<file path="src/rtl/ofm_pack_pkg.sv">
// rtl/ofm_pack_pkg.sv - shared defaults, derived widths and row entry type for the ofm row packer
package ofm_pack_pkg;

    // Width needed to hold a count from 0 to n inclusive.
    function automatic int cnt_width(input int n);
        return $clog2(n + 1);
    endfunction

    localparam int DATA_WIDTH_D    = 16;
    localparam int ROW_WORDS_D     = 8;
    localparam int FIFO_DEPTH_D    = 4;
    localparam int ROW_CNT_WIDTH_D = 16;

    localparam int WCNT_W = cnt_width(ROW_WORDS_D);
    localparam int PTR_W  = $clog2(FIFO_DEPTH_D);

    typedef struct packed {
        logic [ROW_WORDS_D*DATA_WIDTH_D-1:0] data;
        logic [ROW_CNT_WIDTH_D-1:0]          idx;
        logic [WCNT_W-1:0]                   words;
    } row_word_t;

endpackage

</file>
<file path="src/rtl/ofm_row_packer_if.sv">
// rtl/ofm_row_packer_if.sv - packed-row output handshake bundle (row_words present under OFM_PACK_FLUSH_EN)
interface ofm_row_packer_if
    import ofm_pack_pkg::*;
#(
    parameter int DATA_WIDTH    = DATA_WIDTH_D,
    parameter int ROW_WORDS     = ROW_WORDS_D,
    parameter int ROW_CNT_WIDTH = ROW_CNT_WIDTH_D
);
    logic [ROW_WORDS*DATA_WIDTH-1:0] row_data;
    logic [ROW_CNT_WIDTH-1:0]        row_idx;
    logic                            row_valid;
    logic                            row_ready;
`ifdef OFM_PACK_FLUSH_EN
    logic [cnt_width(ROW_WORDS)-1:0] row_words;

    modport master (output row_data, output row_idx, output row_valid, output row_words, input row_ready);
    modport slave  (input row_data, input row_idx, input row_valid, input row_words, output row_ready);
`else
    modport master (output row_data, output row_idx, output row_valid, input row_ready);
    modport slave  (input row_data, input row_idx, input row_valid, output row_ready);
`endif
endinterface

</file>
<file path="src/rtl/ofm_row_packer_row_fifo.sv">
// rtl/ofm_row_packer_row_fifo.sv - synchronous row FIFO with full/empty and occupancy threshold flag
module row_fifo
    import ofm_pack_pkg::*;
#(
    parameter int WIDTH    = 8,
    parameter int DEPTH    = 4,
    parameter int AF_LEVEL = 3
) (
    input  logic             clk1,
    input  logic             rst_n,
    input  logic             clear,
    input  logic             push,
    input  logic [WIDTH-1:0] push_data,
    input  logic             pop,
    output logic [WIDTH-1:0] pop_data,
    output logic             full,
    output logic             empty,
    output logic             almost_full
);
    localparam int P_W   = $clog2(DEPTH);
    localparam int CNT_W = cnt_width(DEPTH);

    logic [WIDTH-1:0] mem [DEPTH];
    logic [P_W-1:0]   wr_ptr;
    logic [P_W-1:0]   rd_ptr;
    logic [CNT_W-1:0] count;
    logic             pop_ok;
    logic             push_ok;

    // A pop on empty is ignored; a push on full only lands if a pop frees the slot.
    assign pop_ok      = pop && !empty;
    assign push_ok     = push && (!full || pop_ok);
    assign full        = (count == CNT_W'(DEPTH));
    assign empty       = (count == '0);
    assign almost_full = (count >= CNT_W'(AF_LEVEL));
    assign pop_data    = empty ? '0 : mem[rd_ptr];

    // Storage array; contents need no reset because the head is masked while empty.
    always_ff @(posedge clk1) begin
        if (push_ok && !clear) begin
            mem[wr_ptr] <= push_data;
        end
    end

    // Pointers and occupancy; power-of-two depth lets the pointers wrap naturally.
    always_ff @(posedge clk1 or negedge rst_n) begin
        if (!rst_n) begin
            wr_ptr <= '0;
            rd_ptr <= '0;
            count  <= '0;
        end else if (clear) begin
            wr_ptr <= '0;
            rd_ptr <= '0;
            count  <= '0;
        end else begin
            if (push_ok) wr_ptr <= wr_ptr + 1'b1;
            if (pop_ok)  rd_ptr <= rd_ptr + 1'b1;
            if (push_ok && !pop_ok)      count <= count + 1'b1;
            else if (pop_ok && !push_ok) count <= count - 1'b1;
        end
    end
endmodule

</file>
<file path="src/rtl/ofm_row_packer.sv">
// rtl/ofm_row_packer.sv - packs accelerator ofm words into rows and queues them downstream (OFM_PACK_FLUSH_EN adds partial-row flush)
module ofm_row_packer
    import ofm_pack_pkg::*;
#(
    parameter int DATA_WIDTH    = DATA_WIDTH_D,
    parameter int ROW_WORDS     = ROW_WORDS_D,
    parameter int FIFO_DEPTH    = FIFO_DEPTH_D,
    parameter int ROW_CNT_WIDTH = ROW_CNT_WIDTH_D
) (
    input  logic                  clk1,
    input  logic                  rst_n,
    input  logic                  clear,
    input  logic [DATA_WIDTH-1:0] ofm_in,
    input  logic                  valid_in,
`ifdef OFM_PACK_FLUSH_EN
    input  logic                  flush,
`endif
    output logic                  almost_full,
    output logic                  overflow,
    ofm_row_packer_if.master      row_if
);
    localparam int WC_W   = cnt_width(ROW_WORDS);
    localparam int SLOT_W = $clog2(ROW_WORDS);
    localparam int ROW_W  = ROW_WORDS * DATA_WIDTH;
`ifdef OFM_PACK_FLUSH_EN
    localparam int ENTRY_W = ROW_W + ROW_CNT_WIDTH + WC_W;
`else
    localparam int ENTRY_W = ROW_W + ROW_CNT_WIDTH;
`endif

    logic [WC_W-1:0]                       word_cnt;
    logic [SLOT_W-1:0]                     wr_slot;
    logic [ROW_WORDS-1:0][DATA_WIDTH-1:0]  slots;
    logic [ROW_WORDS-1:0][DATA_WIDTH-1:0]  row_vec;
    logic [ROW_CNT_WIDTH-1:0]              row_cnt;
    logic                                  last_word;
    logic                                  row_push;
    logic                                  pop_ok;
    logic                                  fifo_full;
    logic                                  fifo_empty;
    logic [ENTRY_W-1:0]                    push_entry;
    logic [ENTRY_W-1:0]                    head_entry;

    assign wr_slot   = word_cnt[SLOT_W-1:0];
    assign last_word = valid_in && (word_cnt == WC_W'(ROW_WORDS - 1));
    assign pop_ok    = row_if.row_valid && row_if.row_ready;

`ifdef OFM_PACK_FLUSH_EN
    logic [WC_W-1:0] push_words;
    assign push_words = word_cnt + WC_W'(valid_in);
    // Flush on an empty assembler with no incoming word has nothing to push.
    assign row_push   = last_word || (flush && ((word_cnt != '0) || valid_in));
    assign push_entry = {row_vec, row_cnt, push_words};
    assign {row_if.row_data, row_if.row_idx, row_if.row_words} = head_entry;
`else
    assign row_push   = last_word;
    assign push_entry = {row_vec, row_cnt};
    assign {row_if.row_data, row_if.row_idx} = head_entry;
`endif

    assign row_if.row_valid = !fifo_empty;

    // Row image being pushed: held slots plus the word arriving this cycle.
    always_comb begin
        row_vec = slots;
        if (valid_in) begin
            row_vec[wr_slot] = ofm_in;
        end
    end

    // Assembly slots, word count, row sequence counter and sticky drop flag.
    always_ff @(posedge clk1 or negedge rst_n) begin
        if (!rst_n) begin
            word_cnt <= '0;
            slots    <= '0;
            row_cnt  <= '0;
            overflow <= 1'b0;
        end else if (clear) begin
            word_cnt <= '0;
            slots    <= '0;
            row_cnt  <= '0;
            overflow <= 1'b0;
        end else begin
            if (row_push) begin
                // Slots are zeroed so a later partial row has clean unfilled words.
                word_cnt <= '0;
                slots    <= '0;
                row_cnt  <= row_cnt + 1'b1;
                if (fifo_full && !pop_ok) overflow <= 1'b1;
            end else if (valid_in) begin
                slots[wr_slot] <= ofm_in;
                word_cnt       <= word_cnt + 1'b1;
            end
        end
    end

    row_fifo #(
        .WIDTH    (ENTRY_W),
        .DEPTH    (FIFO_DEPTH),
        .AF_LEVEL (FIFO_DEPTH - 1)
    ) u_row_fifo (
        .clk1        (clk1),
        .rst_n       (rst_n),
        .clear       (clear),
        .push        (row_push),
        .push_data   (push_entry),
        .pop         (row_if.row_ready),
        .pop_data    (head_entry),
        .full        (fifo_full),
        .empty       (fifo_empty),
        .almost_full (almost_full)
    );
endmodule

</file>
<file path="src/flat_wrapper.sv">
// flat-port wrapper written by rule: the top's interface ports become plain ports
module ofm_row_packer_flat import ofm_pack_pkg::*;
#(
    parameter int DATA_WIDTH    = DATA_WIDTH_D,
    parameter int ROW_WORDS     = ROW_WORDS_D,
    parameter int FIFO_DEPTH    = FIFO_DEPTH_D,
    parameter int ROW_CNT_WIDTH = ROW_CNT_WIDTH_D
)
  (clk1, rst_n, clear, ofm_in, valid_in, almost_full, overflow, row_if_row_data, row_if_row_idx, row_if_row_valid, row_if_row_ready);
  ofm_row_packer_if #(.DATA_WIDTH(DATA_WIDTH), .ROW_WORDS(ROW_WORDS), .ROW_CNT_WIDTH(ROW_CNT_WIDTH)) row_if_i ();
  input  logic clk1;
  input  logic rst_n;
  input  logic clear;
  input  logic [DATA_WIDTH-1:0] ofm_in;
  input  logic valid_in;
  output logic almost_full;
  output logic overflow;
  output wire logic [$bits(row_if_i.row_data)-1:0] row_if_row_data;
  output wire logic [$bits(row_if_i.row_idx)-1:0] row_if_row_idx;
  output wire logic [$bits(row_if_i.row_valid)-1:0] row_if_row_valid;
  input wire logic [$bits(row_if_i.row_ready)-1:0] row_if_row_ready;
  assign row_if_row_data = row_if_i.row_data;
  assign row_if_row_idx = row_if_i.row_idx;
  assign row_if_row_valid = row_if_i.row_valid;
  assign row_if_i.row_ready = row_if_row_ready;
  ofm_row_packer #(.DATA_WIDTH(DATA_WIDTH), .ROW_WORDS(ROW_WORDS), .FIFO_DEPTH(FIFO_DEPTH), .ROW_CNT_WIDTH(ROW_CNT_WIDTH)) u_core (.clk1(clk1), .rst_n(rst_n), .clear(clear), .ofm_in(ofm_in), .valid_in(valid_in), .almost_full(almost_full), .overflow(overflow), .row_if(row_if_i));
endmodule
</file>
<file path="config.mk">
export PLATFORM = sky130hd
export DESIGN_NAME = ofm_row_packer_flat
export DESIGN_NICKNAME = d
export VERILOG_FILES = /design/src/rtl/ofm_pack_pkg.sv /design/src/rtl/ofm_row_packer_if.sv /design/src/rtl/ofm_row_packer_row_fifo.sv /design/src/rtl/ofm_row_packer.sv /design/src/flat_wrapper.sv
export SDC_FILE = /design/constraint.sdc
export NUM_CORES = 1
export LEC_CHECK = 0
export CORE_ASPECT_RATIO = 1.25
export CORE_UTILIZATION = 40
export CTS_BUF_LIST = sky130_fd_sc_hd__clkbuf_16
export CTS_CLUSTER_SIZE = 40
export DETAILED_ROUTE_END_ITERATION = 10
export GPL_TIMING_DRIVEN = 0
export HOLD_SLACK_MARGIN = 0.02
export PLACE_DENSITY = 0.69
export SYNTH_ARGS = -nofsm -noshare
export SYNTH_HDL_FRONTEND = slang
export SYNTH_SLANG_ARGS = --single-unit
export TNS_END_PERCENT = 5
</file>
<file path="constraint.sdc">
create_clock -name clk1 -period 5.3 [get_ports clk1]
set_input_delay 1.06 -clock clk1 [delete_from_list [all_inputs] [get_ports clk1]]
set_output_delay 1.06 -clock clk1 [all_outputs]
set_load 0.02 [all_outputs]
</file>
==> results.json <==
{
  "grt_pass1_wl_mm": 98.22,
  "drc_errors": 0,
  "post-place-ws_ns": 0.6517,
  "pin_count": 168,
  "drv_cap": 0,
  "first_pass_iters": 5,
  "worst_pin_slew_ns": 1.198,
  "cts_sinks": 732,
  "yosysTopAreaCellShare": 0.5927,
  "vias": 14350,
  "row_count": 110,
  "ys_seq_elements": 732,
  "cellLeakagePower_nw": 12.38,
  "synthArstFlopShare": 0.2131,
  "timing.hold.ws_ns": 0.4679,
  "fin_skew_ns": 0.02394,
  "fin_setup_tns_ns": 0,
  "antenna_found_initial": 2,
  "cts.htree.levels": 3,
  "hold_viol": 0,
  "endpoint_kind": "output port",
  "vdd_drop_max_mv": 0.2449,
  "max_freq_ghz": 0.2017,
  "rsz0062_at_grt": "no",
  "port_buffers": 167,
  "grt_overflow": 0,
  "viasPerCell": 5.206,
  "netlist_instances": 1501,
  "synth.cell_area_sq_mm": 0.02918,
  "avgSynthCellArea_sq_um": 19.44,
  "cts_tree": "done",
  "start_kind": "flop",
  "synth_cell_types": 57,
  "place.gp.congestion": 0.7425,
  "synthFlopType": "edfxtp_1",
  "setup_viol": 0,
  "cp.arrival_ns": 3.90,
  "cts_resized": 0,
  "cts_made_buffers": 68,
  "insertedDiodeCount": 0,
  "fp.coreArea_sq_mm": 0.07212,
  "finalNetCount": 1779,
  "synth_common_cells": "576 x edfxtp_1, 156 x dfrtp_1, 148 x and2_1",
  "initial_core_util": 0.4046,
  "ys_seq_area_frac": 0.7265,
  "root_buffer": "clkbuf_16",
  "status": "completed",
  "cts.path.max_buffers": 3,
  "yosys.area.top_type": "edfxtp_1",
  "die_h_um": 304.0,
  "synthTopCellsByArea": "edfxtp_1 59%, dfrtp_1 13%, mux4_2 11%, mux2_2 3.9%, and2_1 3.2%",
  "syn-num-nets": 1529,
  "wire_per_inst_um": 23.87,
  "slew_headroom": 0.2015,
  "dieWidth_um": 243.6,
  "cts_setup_buffers": 0,
  "ctsHoldBuffers": 0,
  "fillers": 5936,
  "grt_pass1_vias": 15150,
  "drt.antenna.violating_nets": 0,
  "path_max_fanout": 13,
  "yosysWarnings": 0,
  "die-area_sq_mm": 0.07405,
  "drt-total-wl_mm": 65.80,
  "hpwl_mm": 41.59,
  "layout_setup_ws_ns": 0.3432,
  "insertion_delay_ns": 0.60,
  "clkTransAtPathRegs_ns": 0.06,
  "grtUsageTotal": 0.1806,
  "placed_area_sq_mm": 0.03239,
  "area_delta_synth_final_pct": 18.41,
  "drive_gt1_frac": 0.2428,
  "synth-edff-count": 576,
  "crit_required_ns": 4.24,
  "period_share": 0.9353,
  "synth.most_common_cell": "edfxtp_1",
  "power_density_mw_per_mm2": 324.1,
  "final_design_area_no_fill_sq_mm": 0.03455,
  "period_needed_ns": 4.957,
  "hp-class": "in -> async",
  "finalMaxSlewViolations": 0,
  "drt_iter0_drc": 1091,
  "total_power_mw": 11.20,
  "critPathKind": "reg -> out",
  "grt_start_max_net_pins": 101,
  "rr_worst_depth": 8
}
per-stage QoR:
step	utilization	std cells
CTS	0.4791	2756
floorplan	-	1501
global route	0.4791	2756
global placement	0.4443	2620
detailed placement	0.4492	2634
finish	0.4791	2756
kinds of logic after synthesis:
| family | synth area share |
|---|---|
| AOI/OAI and AO/OA | 0.005660 |
| xor gates and xnor gates | 0.004802 |
| adders and majority gates | 0.003259 |
| buffers and inverters | 0.01531 |
| DFF | 0.7265 |
| muxes | 0.1648 |
| and+or+nand+nor | 0.07966 |
layer usage:
metal  GRT usage  vias to the layer above  share of wire
li1            -                     6256              -
met1      0.2316                     7635           0.40
met2      0.3099                      364           0.52
met3     0.02796                       94          0.046
met4     0.06613                        0          0.032
met5           0                        -              0
power breakdown:
part	switching, mW	internal [mW]
Combinational	0.164	0.0786
Sequential	0.00509	6.18
Clock	2.07	2.70
Total	2.24	8.95
worst paths after layout:
check                                      startpoint                    endpoint  slack, ns
max                        u_core.u_row_fifo.count[0]        row_if_row_data[117]       0.34
min                                             rst_n            u_core.slots[39]       0.47
max reg2reg                u_core.u_row_fifo.count[0]  u_core.u_row_fifo.count[2]       1.73
min reg2reg                           u_core.overflow             u_core.overflow       0.57
max in group asynchronous                       rst_n            u_core.slots[59]       3.98
min in group clk1                     u_core.overflow             u_core.overflow       0.57
state kept, by name, indices dropped and copies added (netlist names):
signal                    cells
u_core.u_row_fifo.rd_ptr      2
u_core.row_cnt               16
u_core.overflow               1
u_core.slots                128
u_core.word_cnt               4
u_core.u_row_fifo.wr_ptr      2
u_core.u_row_fifo.count       3
u_core.u_row_fifo.mem       576
worst max-delay path: stages (launching register included):
cell and delay [ns]:
dfrtp_1 0.32, clkbuf_1 0.31, or3_1 0.97, clkbuf_1 0.63, clkbuf_1 0.28, and2_1 0.17, clkdlybuf4s50_1 0.61
area by class of cell:
type	count	area, sq um	area share
Buffer	81	416.7	0.01206
Sequential cell	732	21200	0.6136
Inverter	7	26.28	0.0007604
Clock inverter	55	462.9	0.01340
Timing Repair Buffer	181	2009	0.05815
Tap cell	952	1191	0.03447
Clock buffer	68	1702	0.04925
Multi-Input combinational cell	680	7545	0.2184
layout by cell type (no fill, tap or decap), types with 3 or more instances in the layout:
cell type	instances
edfxtp_1	576
clkdlybuf4s50_1	166
dfrtp_1	156
mux4_2	144
and2_1	144
nor2b_1	127
mux2_2	100
clkbuf_16	68
clkbuf_1	42
mux2_4	28
inv_1	23
buf_2	23
nor2_1	23
clkinv_1	13
a21oi_1	12
nand2_1	11
clkinv_2	11
xnor2_1	10
buf_12	8
nand3_1	7
bufinv_16	7
buf_16	7
buf_6	6
xor2_1	6
ha_1	6
or3_1	5
buf_1	5
o21ai_0	5
and2_4	4
nand4_1	4
nand4b_4	3
buf_4	3
nor3_1	3
inv_6	3
Note: power is estimated with default switching activity, not from simulation.
